===== config.mk =====
export PLATFORM = sky130hd
export DESIGN_NAME = countdown_timer_flat
export DESIGN_NICKNAME = d
export VERILOG_FILES = /design/src/rtl/countdown_timer_if.sv /design/src/rtl/countdown_timer.sv /design/src/flat_wrapper.sv
export SDC_FILE = /design/constraint.sdc
export NUM_CORES = 1
export LEC_CHECK = 0
export CAP_MARGIN = 20
export CORE_ASPECT_RATIO = 0.9
export CORE_MARGIN = 1.5
export CORE_UTILIZATION = 30
export DETAILED_ROUTE_END_ITERATION = 10
export SYNTH_ARGS = -nofsm -noshare
export SYNTH_HDL_FRONTEND = slang
export SYNTH_SLANG_ARGS = --single-unit
export TNS_END_PERCENT = 5

===== constraint.sdc =====
create_clock -name clk -period 2 [get_ports clk]
set_clock_uncertainty 0.05 [all_clocks]
set_input_delay 0.2 -clock clk [delete_from_list [all_inputs] [get_ports clk]]
set_output_delay 0.2 -clock clk [all_outputs]
set_load 0.03 [all_outputs]

===== src/rtl/countdown_timer_if.sv =====
// countdown_timer_if: control/preset inputs and time/status outputs of the
// countdown timer, bundled so the timer and a stopwatch can share display and
// control wiring.
//   start_stop  : level run enable (1 = count, 0 = pause)
//   load        : one-cycle pulse, capture preset_* into the counters
//   preset_sec/preset_min/preset_hour : preset time (sec/min clamp to 59)
//   sec/min/hour: current time, registered
//   running     : counting this cycle (RUN state and start_stop)
//   done        : one-cycle pulse on reaching 0:0:0 by counting
//   expired     : sticky expiry flag, cleared by load or reset
interface countdown_timer_if;
  logic       start_stop;
  logic       load;
  logic [5:0] preset_sec;
  logic [5:0] preset_min;
  logic [3:0] preset_hour;
  logic [5:0] sec;
  logic [5:0] min;
  logic [3:0] hour;
  logic       running;
  logic       done;
  logic       expired;

  modport master (
    output start_stop, load, preset_sec, preset_min, preset_hour,
    input  sec, min, hour, running, done, expired
  );

  modport slave (
    input  start_stop, load, preset_sec, preset_min, preset_hour,
    output sec, min, hour, running, done, expired
  );
endinterface


===== src/rtl/countdown_timer.sv =====
// countdown_timer: H:M:S down-counter with an internal one-second prescaler.
// Loaded with a preset, it counts down one second per tick while start_stop is
// high and flags expiry at 0:0:0.
//   clk  : system clock, rising edge
//   rst  : synchronous active-high reset
//   tif  : countdown_timer_if.slave (controls, presets, time and status)
// Parameters:
//   TICK_DIV : clock cycles per second tick (>=1; 1 = tick every enabled clock)
//   DIV_W    : prescaler width, 2**DIV_W >= TICK_DIV
module countdown_timer #(
  parameter int TICK_DIV = 1,
  parameter int DIV_W    = 26
) (
  input  logic              clk,
  input  logic              rst,
  countdown_timer_if.slave  tif
);

  localparam logic [DIV_W-1:0] TICK_LAST = DIV_W'(TICK_DIV - 1);
  localparam logic [DIV_W-1:0] PRESC_ONE = {{(DIV_W-1){1'b0}}, 1'b1};

  typedef enum logic [1:0] {S_IDLE, S_RUN, S_EXP} state_e;

  state_e           state_q, state_d;
  logic [5:0]       sec_q, sec_d, min_q, min_d;
  logic [3:0]       hour_q, hour_d;
  logic [DIV_W-1:0] presc_q, presc_d;
  logic             done_q, done_d;
  logic             running, expired;

  logic [5:0] ld_sec, ld_min;
  logic       ld_zero, counting, tick, at_one;

  assign ld_sec   = (tif.preset_sec > 6'd59) ? 6'd59 : tif.preset_sec;
  assign ld_min   = (tif.preset_min > 6'd59) ? 6'd59 : tif.preset_min;
  assign ld_zero  = (ld_sec == 6'd0) && (ld_min == 6'd0) && (tif.preset_hour == 4'd0);
  assign counting = (state_q == S_RUN) && tif.start_stop;
  assign tick     = counting && (presc_q == TICK_LAST);
  // The tick taking 0:0:1 to 0:0:0 is the only way to reach expiry.
  assign at_one   = (sec_q == 6'd1) && (min_q == 6'd0) && (hour_q == 4'd0);

  // State register
  always_ff @(posedge clk) begin
    if (rst) state_q <= S_IDLE;
    else     state_q <= state_d;
  end

  // Next-state logic; load overrides everything, including a coincident tick.
  always_comb begin
    state_d = state_q;
    if (tif.load)            state_d = ld_zero ? S_IDLE : S_RUN;
    else if (tick && at_one) state_d = S_EXP;
  end

  // Output logic
  always_comb begin
    running = (state_q == S_RUN) && tif.start_stop;
    expired = (state_q == S_EXP);
  end

  // Counter / prescaler next values
  always_comb begin
    sec_d   = sec_q;
    min_d   = min_q;
    hour_d  = hour_q;
    presc_d = presc_q;
    done_d  = 1'b0;
    if (tif.load) begin
      sec_d   = ld_sec;
      min_d   = ld_min;
      hour_d  = tif.preset_hour;
      presc_d = '0;
    end else if (counting) begin
      presc_d = tick ? '0 : presc_q + PRESC_ONE;
      if (tick) begin
        done_d = at_one;
        // Borrow chain; RUN never holds 0:0:0 so no wrap below zero.
        if (sec_q != 6'd0) begin
          sec_d = sec_q - 6'd1;
        end else if (min_q != 6'd0) begin
          sec_d = 6'd59;
          min_d = min_q - 6'd1;
        end else if (hour_q != 4'd0) begin
          sec_d  = 6'd59;
          min_d  = 6'd59;
          hour_d = hour_q - 4'd1;
        end
      end
    end
  end

  always_ff @(posedge clk) begin
    if (rst) begin
      sec_q   <= '0;
      min_q   <= '0;
      hour_q  <= '0;
      presc_q <= '0;
      done_q  <= 1'b0;
    end else begin
      sec_q   <= sec_d;
      min_q   <= min_d;
      hour_q  <= hour_d;
      presc_q <= presc_d;
      done_q  <= done_d;
    end
  end

  assign tif.sec     = sec_q;
  assign tif.min     = min_q;
  assign tif.hour    = hour_q;
  assign tif.done    = done_q;
  assign tif.running = running;
  assign tif.expired = expired;

endmodule


===== src/flat_wrapper.sv =====
// flat-port wrapper written by rule: the top's interface ports become plain ports
module countdown_timer_flat 
#(
  parameter int TICK_DIV = 1,
  parameter int DIV_W    = 26
)
  (clk, rst, tif_start_stop, tif_load, tif_preset_sec, tif_preset_min, tif_preset_hour, tif_sec, tif_min, tif_hour, tif_running, tif_done, tif_expired);
  countdown_timer_if tif_i ();
  input  logic clk;
  input  logic rst;
  input wire logic [$bits(tif_i.start_stop)-1:0] tif_start_stop;
  input wire logic [$bits(tif_i.load)-1:0] tif_load;
  input wire logic [$bits(tif_i.preset_sec)-1:0] tif_preset_sec;
  input wire logic [$bits(tif_i.preset_min)-1:0] tif_preset_min;
  input wire logic [$bits(tif_i.preset_hour)-1:0] tif_preset_hour;
  output wire logic [$bits(tif_i.sec)-1:0] tif_sec;
  output wire logic [$bits(tif_i.min)-1:0] tif_min;
  output wire logic [$bits(tif_i.hour)-1:0] tif_hour;
  output wire logic [$bits(tif_i.running)-1:0] tif_running;
  output wire logic [$bits(tif_i.done)-1:0] tif_done;
  output wire logic [$bits(tif_i.expired)-1:0] tif_expired;
  assign tif_i.start_stop = tif_start_stop;
  assign tif_i.load = tif_load;
  assign tif_i.preset_sec = tif_preset_sec;
  assign tif_i.preset_min = tif_preset_min;
  assign tif_i.preset_hour = tif_preset_hour;
  assign tif_sec = tif_i.sec;
  assign tif_min = tif_i.min;
  assign tif_hour = tif_i.hour;
  assign tif_running = tif_i.running;
  assign tif_done = tif_i.done;
  assign tif_expired = tif_i.expired;
  countdown_timer #(.TICK_DIV(TICK_DIV), .DIV_W(DIV_W)) u_core (.clk(clk), .rst(rst), .tif(tif_i));
endmodule

Word level (Yosys, flattened, before mapping):

Cells that the tools add are included.

* register bits: 45
* input port bits: 20
* output and inout bits: 19
* word-level logic and storage cells: 69

* $add $sub $neg: 4
* $lt $le $gt $ge: 2
* equality and inequality tests: 5
* mux-type cells: 23
* bitwise gates (word level): 2
* reduce and logical (&&, ||, !) cells: 27

Operators with widths (number)
* 2-to-1 mux 6 bit: 13
* adder 26 x 1 -> 26 bit (second input constant): 1
* zero test 26 bit: 1
* 2-to-1 mux 26 bit: 1
* 2-to-1 mux 4 bit: 6
* zero test 6 bit: 3
* > comparator 6 bit (second input constant): 2
* nonzero test 6 bit: 2
* subtractor 6 x 1 -> 6 bit (second input constant): 2
* zero test 4 bit: 2
* nonzero test 2 bit: 4
* nonzero test 4 bit: 2
* logical AND 1 bit: 7
* == test 6 x 1 -> 1 bit (second input constant): 1
* AND reduction 5 bit: 1
* 2-to-1 mux 2 bit: 2
* != test 2 bit (second input constant): 2
* AND reduction 4 bit: 1
* OR reduction 4 bit: 1
* subtractor 4 x 1 -> 4 bit (second input constant): 1
* AND reduction 3 bit: 1
* nonzero test 3 bit: 1
* == test 2 x 1 -> 1 bit (second input constant): 1
* == test 2 bit (second input constant): 1
* 3 further kinds: 4

Logic depth before layout (Yosys ltp):

Gate-level depths: netlist of the first run.

* depth after elaboration: 7
* depth in mapped cells: 9
* gate-level depth less buffers: 7

Least setup slack after synthesis of the first run:

OpenSTA, ideal clock, no wires.

* path type: flip-flop to flip-flop
* start: register u_core.hour_q[0] (netlist: u_core.tif.hour[0])
* end: register u_core.min_q[1] (netlist: u_core.tif.min[1])
* library setup time: 86 ps
* data arrival time: 2192 ps
* required time: 1864 ps
* setup slack: -327 ps
* cell stages (with the launch flop): 8
* buffers on the path: 0
* period minus slack after synthesis: 2327 ps
* cells stage by stage: dfxtp_1 > inv_1 > ha_1 > nor3b_1 > and3b_1 > nor4_4 > mux2_1 > a211oi_1

* cells in the longest elaborated chain, start to end: 3

RTL lines
* start: declaration: line countdown_timer.sv:26 `logic [3:0] hour_q, hour_d;`
* start signal: assignment: line countdown_timer.sv:102 `hour_q <= hour_d;`
* nonzero test 4 bit: line countdown_timer.sv:83 `end else if (hour_q != 4'd0) begin`
* nonzero test 3 bit (no source line)
* AND reduction 4 bit (no source line)
* end signal: assignment: line countdown_timer.sv:101 `min_q <= min_d;`
* end: declaration: line countdown_timer.sv:25 `logic [5:0] sec_q, sec_d, min_q, min_d;`

No other way between the ends.
A chain may end at the register's enable or synchronous reset.

Worst setup path after layout of the first run:

* start: register u_core.min_q[0] (netlist: u_core.tif.min[0])
* end: register u_core.min_q[1] (netlist: u_core.tif.min[1])

* cells in the longest elaborated chain, start to end: 6

RTL lines
* subtractor 6 x 1 -> 6 bit / nonzero test 6 bit (equally long branches): line countdown_timer.sv:82, countdown_timer.sv:80
* 2-to-1 mux 6 bit: line countdown_timer.sv:80 `end else if (min_q != 6'd0) begin`
* 2-to-1 mux 6 bit: line countdown_timer.sv:78 `if (sec_q != 6'd0) begin`
* 2-to-1 mux 6 bit: line countdown_timer.sv:75 `if (tick) begin`
* 2-to-1 mux 6 bit: line countdown_timer.sv:73 `end else if (counting) begin`
* 2-to-1 mux 6 bit: line countdown_timer.sv:68 `if (tif.load) begin`

Several ways; a longest one is shown, not always the timed one. The select of a mux whose other input is x is not followed.

==> summary.md, run 1 <==
| Metric | Value |
|---|---|
| Starting Density | 30.7% |
| Fin Setup TNS | 0 ps |
| Post-Synth XOR/XNOR Area | 9.42% |
| Total Power | approximately 2.1 mW |
| CTS Sinks | 45 |
| Top post-synthesis cells by area | dfxtp_1, xnor2_1, nor2_1, ha_1, xor2_1 |
| Mapped cell area | 2600 um2 |
| Worst Path Arrival | 2140 ps |
| Clock root buffer | clkbuf_8 |
| Post-synthesis mux area share | less than 1% |
| Inst Count DP | roughly 500 |
| Routed WL per cell | 13.8 um |
| Leakage | approximately 1.3 nW |
| Layout cells sized above 1 | 22.5% |
| DIE AREA | between 9000 and 10000 um2 |
| Asr flop ratio synth | 0% |
| Max-cap violation count | 0 |
| Top-area cell type share of the netlist area | 34.6% |
| Mean Syn Cell Area | ~8.5 um2 |
| Port Buf Inserts | 38 |
| Global route total overflow | 0 |
| Kind of critical path | reg2reg |
| DP HPWL | 5350 um |
| Area post-placement | around 3500 um2 |
| Unrepaired setup endpoints after global routing | yes |
| Core Util, Final | around 43% |
| Drt total wl | around 6900 um |
| First-pass GRT wire length | 12000 um |
| Max VDD drop | 287 uV |
| Gr usage total | approximately 16% |
| Pwr per Cell Area | between 500 and 600 nW/um2 |
| Die width | roughly 100 um |
| Diode count | 0 |
| Fin crit share | a little over nine tenths |
| Num rows | 32 |
| Syn_nets | 335 |
| Sequential area share after synthesis | roughly a third |
| Area Overhead vs Synth | 40.2% |
| Final setup margin | ~31 ps |
| Fin crit period | just under 2000 ps |
| Synthesis-stage register bit count | 45 |
| Cell taking the most area after synthesis | dfxtp_1 |
| Slew Limit Fails | 0 |
| Main synth FF type | dfxtp_1 |
| DR iter-0 viols | 92 |
| Final Wtd Congestion | just over 0.8 |
| Worst Setup End Kind | flop |
| CTS tree | yes |
| Worst-path clk slew | 100 ps |
| Longest Clk Path Bufs | 2 |
| Hold_ws | around 470 ps |
| Via count | between 2000 and 2500 |
| DRC | 0 |
| Fraction of the mapped netlist area in simple logic gates | 34.1% |
| Adder-cell share of the synthesized area | between 4 and 5% |
| CP required | roughly 2200 ps |
| Critical path launch point type | flop |
| Vias in the first global route | about 2500 |
| Synth unique cells | 53 |
| # Post-CTS Setup Buffers | 0 |
| Status | complete, no violations |
| H-tree depth | 2 |
| Pre-CTS setup slack | -178 ps |
| Most common cell after layout, fill and taps aside | buf_4 |
| Fmax | 508 MHz |
| Finished Cell Area | between 3000 and 4000 um2 |
| Core area | 8490 um2 |
| Die height | between 90 and 100 um |
| Initial antenna violation count | 0 |
| Antenna-violating nets left | 0 |
| Clock buffer count from CTS | 5 |
| Syn. warnings | 0 |
| Setup-failing EPs final | 0 |
| Worst hold path type | reg2reg |
| Compound-cell area share of the yosys netlist | between 10% and 20% |
| Cells after Synth | around 300 |
| Slew @ Worst Pin | a little over 400 ps |
| Clock Latency Late Sink | slightly above 300 ps |
| Largest family of logic cells by synthesized area | simple AND/OR/NAND/NOR gates |
| Pre-Repair DR Iteration Count | 4 |
| Vias/cell | 4.97 |
| Cell Count, Final, Fillers Out | 502 |
| Top fanout value on the critical path | 5 |
| Post-synth EDFFs | 0 |
| Final hold viol count | 0 |
| Io pins | 39 |
| Largest net degree at the start of global routing | 30 |
| Rel. slew slack | around 73% |
| Nets@finish | between 400 and 500 |
| Commonest non-fill, non-tap cells in the layout | buf_4, dfxtp_1, nor2_1, clkdlybuf4s50_1, nand2_1 |
-- worst max-delay path: stages, from the launching register on --
cell and delay [ps]:
dfxtp_4 390, inv_2 40, ha_2 170, nor4b_4 130, and3b_2 270, nor4_4 280
mux2_1 370, a211oi_2 190
-- synthesized netlist by cell type (all sizes together) (3+ instances only) --
cell type and instances:
a211oi 8, buf 3, xor2 11, clkbuf 7, and3 5, inv 14
a311o 4, nor3 12, a21oi 7, a31oi 3, nor2 37, nor4 14
nor3b 5, nor2b 4, or2 4, xnor2 17, ha 9, or3 3
nand2 25, o31ai 4, nand3 11, nor4b 11, dfxtp 45, nand4 13
-- cell families after synthesis --
group | count (synthesis)
flops | 45
mux | 2
compound gates | 42
fa+ha+maj | 9
xor+xnor | 28
simple gates | 154
buf+inv | 26
-- repair_timing --
action,CTS,global route
gates resized for setup,3,8
pin swaps,0,4
setup endpoints to repair,3,33
endpoints found under the hold margin,0,0
hold buffers,0,0
-- state kept, by name, summed over array words and instances (netlist names) --
name,cells
u_core.tif.sec,6
u_core.tif.min,6
u_core.tif.hour,4
u_core.presc_q,26
u_core.tif.done,1
u_core.state_q,2
-- worst paths after layout --
path / from / endpoint / slack (ps) / depth (start not counted)
worst max-delay path: u_core.tif.min[0]$_SDFFE_PP0P_ / u_core.tif.min[1]$_SDFFE_PP0P_ / 30 / 7
worst min-delay path: u_core.state_q[1]$_SDFFE_PP0P_ / u_core.state_q[1]$_SDFFE_PP0P_ / 470 / 1
worst max register to register: u_core.tif.min[0]$_SDFFE_PP0P_ / u_core.tif.min[1]$_SDFFE_PP0P_ / 30 / 7
worst min register to register: u_core.state_q[1]$_SDFFE_PP0P_ / u_core.state_q[1]$_SDFFE_PP0P_ / 470 / 1
-- power by group --
group	total [mW]	switching (mW)	internal [mW]
clock network	0.615	0.360	0.255
logic	0.488	0.257	0.231
registers	0.956	0.0349	0.921
-- layer usage --
| layer | track usage, % | share of wire [%] | vias to the layer above |
|---|---|---|---|
| li1 | - | - | 1269 |
| met1 | 21.8 | 49 | 1162 |
| met2 | 26.0 | 46 | 54 |
| met3 | 2.77 | 3.7 | 11 |
| met4 | 3.70 | 1.5 | 0 |
| met5 | 0 | 0 | - |
-- final cells by class --
class                   instances  area [um2]
clock inverters                 3        25.0
inverters                      16        61.3
fillers                       882        4840
multi-input cells             235        1700
repair buffers                 79         723
flip-flops and latches         45         920
clock buffers                   5        68.8
well taps                     119         149
Note: power is estimated with default switching activity, not from simulation.
==> inputs of run 2 (changes only) <==
Settings changed: CTS_CLUSTER_DIAMETER set to 50, CTS_CLUSTER_SIZE set to 25.
==> results of run 2 <==
The final DEF is identical to that of run 1; final timing and power are the same.
